<file path="src/rtl/scramble_line_scheduler.sv">
// Pops one DRBG byte per active line during H-blank and presents it as the line's cut position.
// Latency: cut_position/line_index update one clock after the H-fall cycle; seed/reset pulses one clock after V rise.
// Backpressure: waits in FETCH for rand_byte_valid; a line start with no byte is counted as an underrun.
module scramble_line_scheduler #(
    parameter int DATA_WIDTH         = 8,
    parameter int LINE_CNT_WIDTH     = 10,
    parameter int MAX_FETCH_LINES    = 288,
    parameter int UNDERRUN_CNT_WIDTH = 16
) (
    input  logic                          clk,
    input  logic                          reset_n,
    input  logic                          H,
    input  logic                          V,
    input  logic [DATA_WIDTH-1:0]         rand_byte,
    input  logic                          rand_byte_valid,
    output logic                          rand_byte_take,
    output logic                          next_seed,
    output logic                          consumer_reset_n,
    output logic [DATA_WIDTH-1:0]         cut_position,
    output logic                          cut_valid,
    output logic [LINE_CNT_WIDTH-1:0]     line_index,
    output logic                          underrun,
    output logic [UNDERRUN_CNT_WIDTH-1:0] underrun_count
);

    localparam int                FCNT_W    = $clog2(MAX_FETCH_LINES + 1);
    localparam logic [FCNT_W-1:0] FETCH_MAX = FCNT_W'(MAX_FETCH_LINES);

    typedef enum logic [1:0] {
        VBLANK  = 2'd0,
        WAIT_HB = 2'd1,
        FETCH   = 2'd2,
        READY   = 2'd3
    } state_t;

    state_t                          r_state,     w_state_nx;
    logic                            r_prev_h,    r_prev_v;
    logic [DATA_WIDTH-1:0]           r_pending,   w_pending_nx;
    logic [FCNT_W-1:0]               r_fetch_cnt, w_fetch_cnt_nx;
    logic                            r_first,     w_first_nx;
    logic                            r_take,      w_take_nx;
    logic                            r_seed,      w_seed_nx;
    logic                            r_crst_n,    w_crst_n_nx;
    logic [DATA_WIDTH-1:0]           r_cut,       w_cut_nx;
    logic                            r_cut_vld,   w_cut_vld_nx;
    logic [LINE_CNT_WIDTH-1:0]       r_line,      w_line_nx;
    logic                            r_underrun,  w_underrun_nx;
    logic [UNDERRUN_CNT_WIDTH-1:0]   r_ucnt,      w_ucnt_nx;

    logic w_h_rise, w_h_fall, w_v_rise, w_v_fall, w_line_start;

    assign w_h_rise     = H & ~r_prev_h;
    assign w_h_fall     = ~H & r_prev_h;
    assign w_v_rise     = V & ~r_prev_v;
    assign w_v_fall     = ~V & r_prev_v;
    assign w_line_start = w_h_fall & ~V;

    always_comb begin
        w_state_nx     = r_state;
        w_pending_nx   = r_pending;
        w_fetch_cnt_nx = r_fetch_cnt;
        w_first_nx     = r_first;
        w_take_nx      = 1'b0;
        w_seed_nx      = 1'b0;
        w_crst_n_nx    = 1'b1;
        w_cut_nx       = r_cut;
        w_cut_vld_nx   = r_cut_vld;
        w_line_nx      = r_line;
        w_underrun_nx  = 1'b0;
        w_ucnt_nx      = r_ucnt;

        if (w_v_rise) begin
            // Field start outranks any H edge or pop seen in the same cycle.
            w_seed_nx      = 1'b1;
            w_crst_n_nx    = 1'b0;
            w_cut_vld_nx   = 1'b0;
            w_line_nx      = '0;
            w_pending_nx   = '0;
            w_fetch_cnt_nx = '0;
            w_first_nx     = 1'b1;
            w_state_nx     = VBLANK;
        end else begin
            case (r_state)
                VBLANK: begin
                    if (w_v_fall) begin
                        w_first_nx     = 1'b1;
                        w_fetch_cnt_nx = '0;
                        w_state_nx     = WAIT_HB;
                    end
                end
                WAIT_HB: begin
                    if (w_line_start) begin
                        w_cut_vld_nx = 1'b1;
                    end else if (w_h_rise && (r_fetch_cnt < FETCH_MAX)) begin
                        w_fetch_cnt_nx = r_fetch_cnt + FCNT_W'(1);
                        w_state_nx     = FETCH;
                    end
                end
                FETCH: begin
                    // A line start beats a byte arriving in the same cycle: the fetch is abandoned.
                    if (w_line_start) begin
                        w_underrun_nx = 1'b1;
                        w_cut_vld_nx  = 1'b1;
                        if (r_ucnt != '1) begin
                            w_ucnt_nx = r_ucnt + UNDERRUN_CNT_WIDTH'(1);
                        end
                        w_state_nx = WAIT_HB;
                    end else if (rand_byte_valid) begin
                        w_take_nx    = 1'b1;
                        w_pending_nx = rand_byte;
                        w_state_nx   = READY;
                    end
                end
                READY: begin
                    if (w_line_start) begin
                        w_cut_nx     = r_pending;
                        w_cut_vld_nx = 1'b1;
                        w_state_nx   = WAIT_HB;
                    end
                end
                default: w_state_nx = VBLANK;
            endcase

            // The first line of a field keeps index 0; later lines count up and wrap.
            if (w_line_start && (r_state != VBLANK)) begin
                if (r_first) begin
                    w_first_nx = 1'b0;
                end else begin
                    w_line_nx = r_line + LINE_CNT_WIDTH'(1);
                end
            end
        end
    end

    always_ff @(posedge clk or negedge reset_n) begin
        if (!reset_n) begin
            r_state     <= VBLANK;
            r_prev_h    <= 1'b1;
            r_prev_v    <= 1'b1;
            r_pending   <= '0;
            r_fetch_cnt <= '0;
            r_first     <= 1'b1;
            r_take      <= 1'b0;
            r_seed      <= 1'b0;
            r_crst_n    <= 1'b1;
            r_cut       <= '0;
            r_cut_vld   <= 1'b0;
            r_line      <= '0;
            r_underrun  <= 1'b0;
            r_ucnt      <= '0;
        end else begin
            r_state     <= w_state_nx;
            r_prev_h    <= H;
            r_prev_v    <= V;
            r_pending   <= w_pending_nx;
            r_fetch_cnt <= w_fetch_cnt_nx;
            r_first     <= w_first_nx;
            r_take      <= w_take_nx;
            r_seed      <= w_seed_nx;
            r_crst_n    <= w_crst_n_nx;
            r_cut       <= w_cut_nx;
            r_cut_vld   <= w_cut_vld_nx;
            r_line      <= w_line_nx;
            r_underrun  <= w_underrun_nx;
            r_ucnt      <= w_ucnt_nx;
        end
    end

    assign rand_byte_take   = r_take;
    assign next_seed        = r_seed;
    assign consumer_reset_n = r_crst_n;
    assign cut_position     = r_cut;
    assign cut_valid        = r_cut_vld;
    assign line_index       = r_line;
    assign underrun         = r_underrun;
    assign underrun_count   = r_ucnt;

endmodule

</file>
<file path="config.mk">
export PLATFORM = sky130hd
export DESIGN_NAME = scramble_line_scheduler
export DESIGN_NICKNAME = d
export VERILOG_FILES = /design/src/rtl/scramble_line_scheduler.sv
export SDC_FILE = /design/constraint.sdc
export NUM_CORES = 1
export LEC_CHECK = 0
export ABC_AREA = 1
export CAP_MARGIN = 20
export CORE_MARGIN = 2
export CORE_UTILIZATION = 60
export CTS_BUF_LIST = sky130_fd_sc_hd__clkbuf_4 sky130_fd_sc_hd__clkbuf_8
export CTS_CLUSTER_DIAMETER = 150
export CTS_CLUSTER_SIZE = 40
export DETAILED_ROUTE_END_ITERATION = 10
export PLACE_DENSITY = 0.88
export SETUP_SLACK_MARGIN = 0.02
export SYNTH_ARGS = -nofsm -noshare
export SYNTH_HDL_FRONTEND = slang
export SYNTH_SLANG_ARGS = --single-unit
</file>
<file path="constraint.sdc">
create_clock -name clk -period 4.5 [get_ports clk]
set_input_delay 0.9 -clock clk [delete_from_list [all_inputs] [get_ports clk]]
set_output_delay 0.9 -clock clk [all_outputs]
set_load 0.05 [all_outputs]
</file>
======== After elaboration in Yosys (flattened, before gate mapping) ========
Cells that the tools add are included.
word-level totals
  memories ................................ 0
  RAM bits ................................ 0
  bits of input ports ..................... 13
  bits in registers ....................... 61
  bits in read-only memories .............. 0
  bits in latches ......................... 0
  word-level logic and storage cells ...... 94
operators by class
  bitwise logic cells ..................... 10
  $lt $le $gt $ge ......................... 1
  add/sub/neg operators ................... 3
  reduce and logical (&&, ||, !) cells .... 18
  equality and inequality tests ........... 11
  multiplexer cells ....................... 37
  multiply operators ...................... 0
  div/mod/pow operators ................... 0
  shift-type cells ........................ 0
operator list
  operator                                           count
  two-way mux 9 bit                                  4
  two-way mux 8 bit                                  4
  two-way mux 10 bit                                 3
  case mux 9 bit (2 select lines)                    1
  two-way mux 1 bit                                  17
  adder 16 x 1 -> 16 bit, second input constant      1
  inequality test 16 bit, second input constant      1
  two-way mux 2 bit                                  7
  inequality test 3 bit, second input constant       4
  nonzero test 2 bit                                 6
  adder 10 x 1 -> 10 bit, second input constant      1
  adder 9 x 1 -> 9 bit, second input constant        1
  less-than comparator 9 bit, second input constant  1
  case mux 2 bit (4 select lines)                    1
  AND reduction 4 bit                                2
  AND reduction 3 bit                                2
  AND 1 bit                                          5
  NOT 1 bit                                          5
  AND reduction 5 bit                                1
  == test 2 bit, second input constant               2
  inequality test 4 bit, second input constant       1
  AND reduction 2 bit                                2
  nonzero test 3 bit                                 1
  OR reduction 3 bit                                 1
  other kinds (5)                                    6

======== Longest topological paths before layout ========
Gate-level depths: netlist (run 1).
  word-level depth ........................ 7
  depth in mapped cells ................... 11
  depth with buffers taken out ............ 9

======== Worst setup path after synthesis (run 1) ========
No wires, ideal clock.
  path kind ............................... in2reg
  from .................................... in V
  to ...................................... reg r_fetch_cnt[0]
  arrival time ............................ 1.922 ns
  slack ................................... 2.513 ns
  setup time .............................. 0.065 ns
  cell stages on the path ................. 10
  buffers on the path ..................... 2
  cell sequence ........................... ha_1 -> buf_4 -> inv_2 -> buf_6 -> nand4_1 -> nand2_2 -> inv_2 -> nand3_4 -> nand2_1 -> nand2_1
between the ends
  longest elaborated chain between the ends .. 4
ends and longest elaborated chain
  element                                 RTL line  source
  from (decl)                             13        input logic V,
  NOT 1 bit                               55, 56
  AND 1 bit, on equally long branches     56, 55
  inequality test 3 bit (no source line)  --
  AND reduction 4 bit (no source line)    --
  to (signal assigned)                    156       r_fetch_cnt <= w_fetch_cnt_nx;
  to (decl)                               39        logic [FCNT_W-1:0] r_fetch_cnt, w_fetch_cnt_nx;
Parallel ways exist; a longest one is shown, timed or not.
A chain may end at the register's enable or synchronous reset.

======== Worst setup path in the final report (run 1) ========
  from .................................... in V
  to ...................................... reg r_ucnt[15], in the netlist underrun_count[15]
between the ends
  longest elaborated chain between the ends .. 3
ends and longest elaborated chain
  element                                                         RTL line  source
  AND 1 bit / NOT 1 bit (equally long branches)                   54, 56
  NOT 1 bit (no source line) / AND 1 bit (equally long branches)  --
  AND reduction 4 bit (no source line) *                          --
  to (signal assigned)                                            165       r_ucnt <= w_ucnt_nx;
  to (decl)                                                       48        logic [UNDERRUN_CNT_WIDTH-1:0] r_ucnt, w_ucnt_nx;
Every way passes the cells marked *; elsewhere a longest branch is shown, timed or not.

==> flow_metrics.py, run 1 <==
metrics = {
    "sta": {
        "clock_skew_ns": 0.00288,
        "setup_slack_ns": 1.82,
        "period_minus_slack_ns": 2.68,
        "setup_viol": 0,
        "rsz0062_at_grt": "no",
        "fmax_mhz": 373,
        "slew_viol_final": 0,
        "period_share": 0.596,
        "max_slew.worst_pin.slew_ns": 0.556,
        "slew_headroom": 0.629,
        "fin_setup_tns_ns": 0,
        "hold_ws_ns": 0.468,
        "hold_violations": 0,
    },
    "synth": {
        "synth_top_area_cell": "dfrtp_1",
        "synthAdderAreaFrac": 0.0332,
        "synthXorXnorAreaFrac": 0.0284,
        "synth_area_per_cell_um2": 7.71,
        "yosysWarnings": 0,
        "synth_top_family_by_area": "simple AND/OR/NAND/NOR gates",
        "syn_area_mm2": 0.00339,
        "syn_nets": 462,
        "synth_seq_area_share": 0.451,
        "synthMuxAreaShare": 0,
        "synth.area.top_cells": "dfrtp_1, nand2_1, inv_1, nor2_1, ha_1",
        "synth_top_area_share": 0.420,
        "postSynthCellCount": 440,
        "yosys.area_share.simple": 0.348,
        "ys_types": 35,
        "synth_compound_area_frac": 0.0608,
        "ys_ff_latch": 61,
    },
    "power": {
        "clkPwrFrac": 0.317,
        "switching_share": 0.352,
        "p_int_mw": 1.08,
        "p_per_area_mw_per_mm2": 400,
        "power_switching_mw": 0.584,
        "p_seq_frac": 0.397,
        "p_leak_nw": 1.98,
        "power_frac_comb": 0.286,
        "irDropWorstVdd_v": 0.000326,
    },
    "worst_setup_path": {
        "path_max_fanout": 21,
        "crit_type": "in -> reg",
        "arrival_ns": 2.93,
        "worstPathRequired_ns": 4.75,
        "start_kind": "primary input",
        "crit_path_end_kind": "register",
        "ff2ff_path_depth": 9,
    },
    "grt": {
        "first_global_vias": 2827,
        "grt_usage": 0.258,
        "antenna_found_initial": 0,
        "grt_first_pass_wirelength_um": 12600,
        "grt_start_max_net_pins": 37,
        "grt-ovfl-total": 0,
    },
    "floorplanning": {
        "dieArea_mm2": 0.00627,
        "core-area_mm2": 0.00547,
        "die_w_um": 79.2,
        "io-pin-count": 52,
        "row_count": 27,
        "chipHeight_um": 79.2,
        "start_util": 0.620,
    },
    "place": {
        "gp_congestion": 0.918,
        "dp_hpwl_um": 5140,
        "io_buffers": 51,
        "placedCellCount": 557,
        "pre_cts_ws_ns": 1.51,
    },
    "drt": {
        "drcViolationCount": 0,
        "num_vias": 3031,
        "routed_wl_um": 7520,
        "ant_nets": 0,
        "drtPass1Iterations": 5,
        "viasPerCell": 5.29,
        "wl_per_cell_um": 13.1,
        "drtIter0Drc": 267,
    },
    "status": {
        "status": "finished clean",
    },
    "final_layout": {
        "antennaDiodeCount": 0,
        "area_growth_pct": 22.3,
        "fin_nets": 518,
        "layout_commonest_cell": "nand2_1",
        "fin_cells": 573,
        "fillers": 408,
        "drive_above_1_share": 0.106,
        "mostFrequentLayoutCells": "nand2_1, dfrtp_1, clkdlybuf4s50_1",
        "final_util": 0.758,
    },
    "cts": {
        "cts_sinks": 61,
        "cts_setup_buffers": 0,
        "clockRootBuffer": "clkbuf_8",
        "path_clk_slew_ns": 0.07,
        "cts_buffer_depth": 2,
        "ctsResizeCount": 0,
        "cts_hold_buf": 0,
        "insertion_delay_ns": 0.35,
        "numCtsBuffers": 9,
        "tritoncts": "built",
        "htree_levels": 3,
    },
    "hold_path": {
        "min_path_type": "reg -> reg",
        "holdPathStages": 2,
    },
    "run": {
        "cap_violations": 0,
    },
}
==> cell usage after synthesis (all sizes together) <==
| master | instances |
|---|---|
| o21bai | 1 |
| o21ai | 19 |
| dfstp | 4 |
| nand3 | 24 |
| a31oi | 1 |
| dfrtp | 57 |
| a21oi | 6 |
| nor3 | 3 |
| buf | 7 |
| inv | 50 |
| xnor2 | 9 |
| ha | 9 |
| a21o | 1 |
| nand4 | 15 |
| nor4 | 1 |
| clkinv | 2 |
| nand2 | 179 |
| xor2 | 2 |
| nor2 | 42 |
| o21a | 8 |
==> flip-flops by register name, indices dropped and copies added, names as in the netlist <==
| name | cells |
|---|---|
| underrun_count | 16 |
| line_index | 10 |
| r_fetch_cnt | 9 |
| cut_position | 8 |
| r_pending | 8 |
| r_state | 2 |
| consumer_reset_n | 1 |
| cut_valid | 1 |
| next_seed | 1 |
| r_first | 1 |
| r_prev_h | 1 |
| r_prev_v | 1 |
| rand_byte_take | 1 |
| underrun | 1 |
==> routing by layer <==
metal,vias to the layer above,part of all wire,global-route usage
met5,-,0,0
met1,1406,0.44,0.333
met2,110,0.47,0.409
met3,22,0.055,0.0477
met4,0,0.028,0.148
li1,1493,-,-
==> critical path, stage by stage <==
cell and delay, ns:
clkdlybuf4s50_1 0.60, ha_1 0.44, inv_2 0.27, nand3_2 0.15, clkinv_2 0.08, nand2_4 0.20
inv_4 0.14, nand2_1 0.09, nand2_1 0.05
==> path summary, 6_finish.rpt <==
kind / end / slack, ns / startpoint
max in group asynchronous: cut_position[7] / 3.10 / reset_n
min: r_first / 0.47 / r_first
min in group asynchronous: r_fetch_cnt[7] / 0.53 / reset_n
min reg2reg: r_first / 0.47 / r_first
max: underrun_count[15] / 1.82 / V
max reg2reg: underrun_count[13] / 2.44 / r_prev_v
==> power by group through the flow <==
| stage | registers [mW] | logic (mW) | clock network (mW) |
|---|---|---|---|
| after floorplan | 0.792 | 0.199 | 0 |
| after global placement | 0.666 | 0.461 | 0 |
| after detailed placement | 0.669 | 0.469 | 0 |
| after CTS | 0.659 | 0.474 | 0.530 |
| after global routing | 0.666 | 0.509 | 0.556 |
| final | 0.659 | 0.475 | 0.526 |
==> kinds of logic after synthesis <==
| family | after synthesis |
|---|---|
| adder cells (fa/ha/maj) | 9 |
| AND/OR/NAND/NOR | 264 |
| AO/OA/AOI/OAI | 36 |
| buffers and inverters | 59 |
| XOR/XNOR | 11 |
| flip-flops | 61 |
==> stage by stage <==
step | instance area (µm²) | total power [mW]
after floorplan | 3390 | 0.991
after global placement | 3930 | 1.13
after detailed placement | 3930 | 1.14
after CTS | 4150 | 1.66
after global routing | 4150 | 1.73
final | 4150 | 1.66
==> final cells by class <==
class | count | area, µm² | area share
sequential | 61 | 1530 | 0.369
multi-input combinational | 320 | 1600 | 0.385
clock inverter | 3 | 42.5 | 0.0103
tap | 72 | 90.1 | 0.0217
timing repair buffer | 52 | 513 | 0.124
inverter | 52 | 201 | 0.0486
clock buffer | 13 | 173 | 0.0416
(Power assumes the default switching activity.)
==> run 2, diff against run 1 <==
- CORE_UTILIZATION: 60 -> 56
- PLACE_DENSITY: 0.88 -> 0.82
- clock period: 4.5 -> 2.6 ns (I/O delays scaled with it)
==> run 2 against run 1 <==
  * Core utilization down 4.7 points
  * Sequential share of layout area fell by 0.31 points
  * Sequential power up 73%
  * Clock skew increased by 0.010 ns
  * Via count decreased by 1.3%
  * Final cell count increased by 1.2%
  * Register-to-register slack got worse by 1.6 ns
  * Wire length is 1.1% lower
  * Hold slack improved by 0.0051 ns
  * Clock power increased by 76%
  * Largest power group unchanged
  * Highest routed layer unchanged
==> flow_metrics.py, run 2 (synthesized netlist as in run 1, its figures left out) <==
metrics = {
    "drt": {
        "wl_per_cell_um": 12.8,
        "routed_wl_um": 7440,
        "viasPerCell": 5.16,
        "drtIter0Drc": 168,
        "drtPass1Iterations": 4,
        "drcViolationCount": 0,
        "num_vias": 2991,
        "ant_nets": 0,
    },
    "power": {
        "switching_share": 0.346,
        "power_frac_comb": 0.286,
        "p_leak_nw": 2.00,
        "p_per_area_mw_per_mm2": 692,
        "power_switching_mw": 1.00,
        "p_seq_frac": 0.395,
        "irDropWorstVdd_v": 0.000450,
        "p_int_mw": 1.89,
        "clkPwrFrac": 0.319,
    },
    "worst_setup_path": {
        "critPathTopFamily": "buffers and inverters",
        "crit_path_end_kind": "output port",
        "cp-startpoint": "underrun_count[3]",
        "cp-endpoint": "underrun_count[3]",
        "r2r_slack_ns": 0.80,
        "path_buf_inv": 1,
        "arrival_ns": 1.68,
        "ff2ff_path_depth": 9,
        "cp_slowest_cell": "clkdlybuf4s50_1",
        "rr_endpoint": "underrun_count[12]",
        "reg2reg_from": "r_prev_v",
        "cp.depth": 1,
        "crit_path_max_incr_delay_ns": 0.86,
        "crit_type": "reg -> out",
        "start_kind": "register",
        "path_max_fanout": 6,
        "worstPathRequired_ns": 2.08,
        "crit_chain": "clkdlybuf4s50_1",
    },
    "sta": {
        "slew_headroom": 0.664,
        "clock_skew_ns": 0.0129,
        "fin_setup_tns_ns": 0,
        "hold_ws_ns": 0.473,
        "fmax_mhz": 455,
        "setup_viol": 0,
        "hold_violations": 0,
        "max_slew.worst_pin.slew_ns": 0.502,
        "period_share": 0.845,
        "slew_viol_final": 0,
        "rsz0062_at_grt": "no",
        "period_minus_slack_ns": 2.20,
    },
    "final_layout": {
        "area_growth_pct": 23.3,
        "drive_above_1_share": 0.111,
        "finalInstanceArea_mm2": 0.00418,
        "fin_nets": 522,
        "mostFrequentLayoutCells": "nand2_1, dfrtp_1, clkdlybuf4s50_1",
        "layout_commonest_cell": "nand2_1",
        "antennaDiodeCount": 0,
        "largest_register_ff_count": 16,
    },
    "cts": {
        "cts_setup_buffers": 0,
        "insertion_delay_ns": 0.35,
        "htree_levels": 3,
        "ctsResizeCount": 0,
        "cts_buffer_depth": 2,
        "tritoncts": "built",
        "cts_sinks": 61,
        "cts_hold_buf": 1,
        "numCtsBuffers": 9,
        "clockRootBuffer": "clkbuf_8",
        "path_clk_slew_ns": 0.07,
    },
    "grt": {
        "grt_first_pass_wirelength_um": 12500,
        "grt_usage": 0.244,
        "first_global_vias": 2810,
        "grt-ovfl-total": 0,
        "grt_start_max_net_pins": 31,
        "antenna_found_initial": 0,
    },
    "place": {
        "dp_hpwl_um": 5130,
        "gp_congestion": 0.853,
        "io_buffers": 51,
        "placed_area_mm2": 0.00396,
    },
    "run": {
        "cap_violations": 0,
    },
    "hold_path": {
        "hold_start": "r_first",
        "min_path_type": "reg -> reg",
        "holdPathStages": 2,
    },
    "floorplanning": {
        "start_util": 0.577,
        "chipHeight_um": 81.8,
        "row_count": 28,
        "io-pin-count": 52,
        "die_w_um": 81.8,
        "dieArea_mm2": 0.00670,
        "core-area_mm2": 0.00589,
    },
    "status": {
        "status": "finished clean",
    },
}
## run 2: changes by cell type in the layout (fill, tap and decap cells not counted), sizes merged
cell,before,now
buf,2,5
bufinv,1,2
clkbuf,13,11
clkinv,3,5
clkinvlp,1,0
dlygate4sd3,0,1
## run 2: worst min path at each step
stage | end | slack [ns]
final | r_first | 0.47
after detailed placement | cut_position[4] | 0.32
after floorplan | cut_position[0] | 0.22
after CTS | r_first | 0.48
after global routing | r_first | 0.51
after global placement | cut_position[4] | 0.32
## run 2: final cells by class
class,count,area (µm²)
inverter,52,201
fill,447,1700
tap,75,93.8
clock buffer,11,139
clock inverter,5,75.1
multi-input combinational,320,1600
timing repair buffer,56,546
sequential,61,1530
## run 2: power by group through the flow
| stage | clock (mW) | combinational (mW) | sequential, mW |
|---|---|---|---|
| 5_1_grt | 0.982 | 0.903 | 1.15 |
| 4_1_cts | 0.933 | 0.828 | 1.14 |
| 2_1_floorplan | 0 | 0.345 | 1.37 |
| 6_report | 0.924 | 0.827 | 1.14 |
| 3_5_place_dp | 0 | 0.818 | 1.16 |
| 3_3_place_gp | 0 | 0.802 | 1.15 |
## run 2: per-stage QoR
step / utilization / power [mW] / instances / setup WS (ns)
after CTS: 0.711 / 2.91 / 580 / 0.395
after detailed placement: 0.673 / 1.98 / 563 / 0.237
after global placement: 0.673 / 1.96 / 563 / 0.337
after global routing: 0.711 / 3.04 / 580 / 0.354
final: 0.711 / 2.89 / 580 / 0.402
after floorplan: - / 1.71 / 440 / 0.777
## run 2: routing by layer
layer	share of wire	global-route usage
met1	0.45	0.315
met4	0.015	0.0883
met5	0	0
met2	0.49	0.400
met3	0.046	0.0593
## run 2: tightest hold or removal path, stage by stage (launching register included)
cell and delay (ns):
dfstp_2 0.37, nand2_1 0.06, nand2_1 0.05
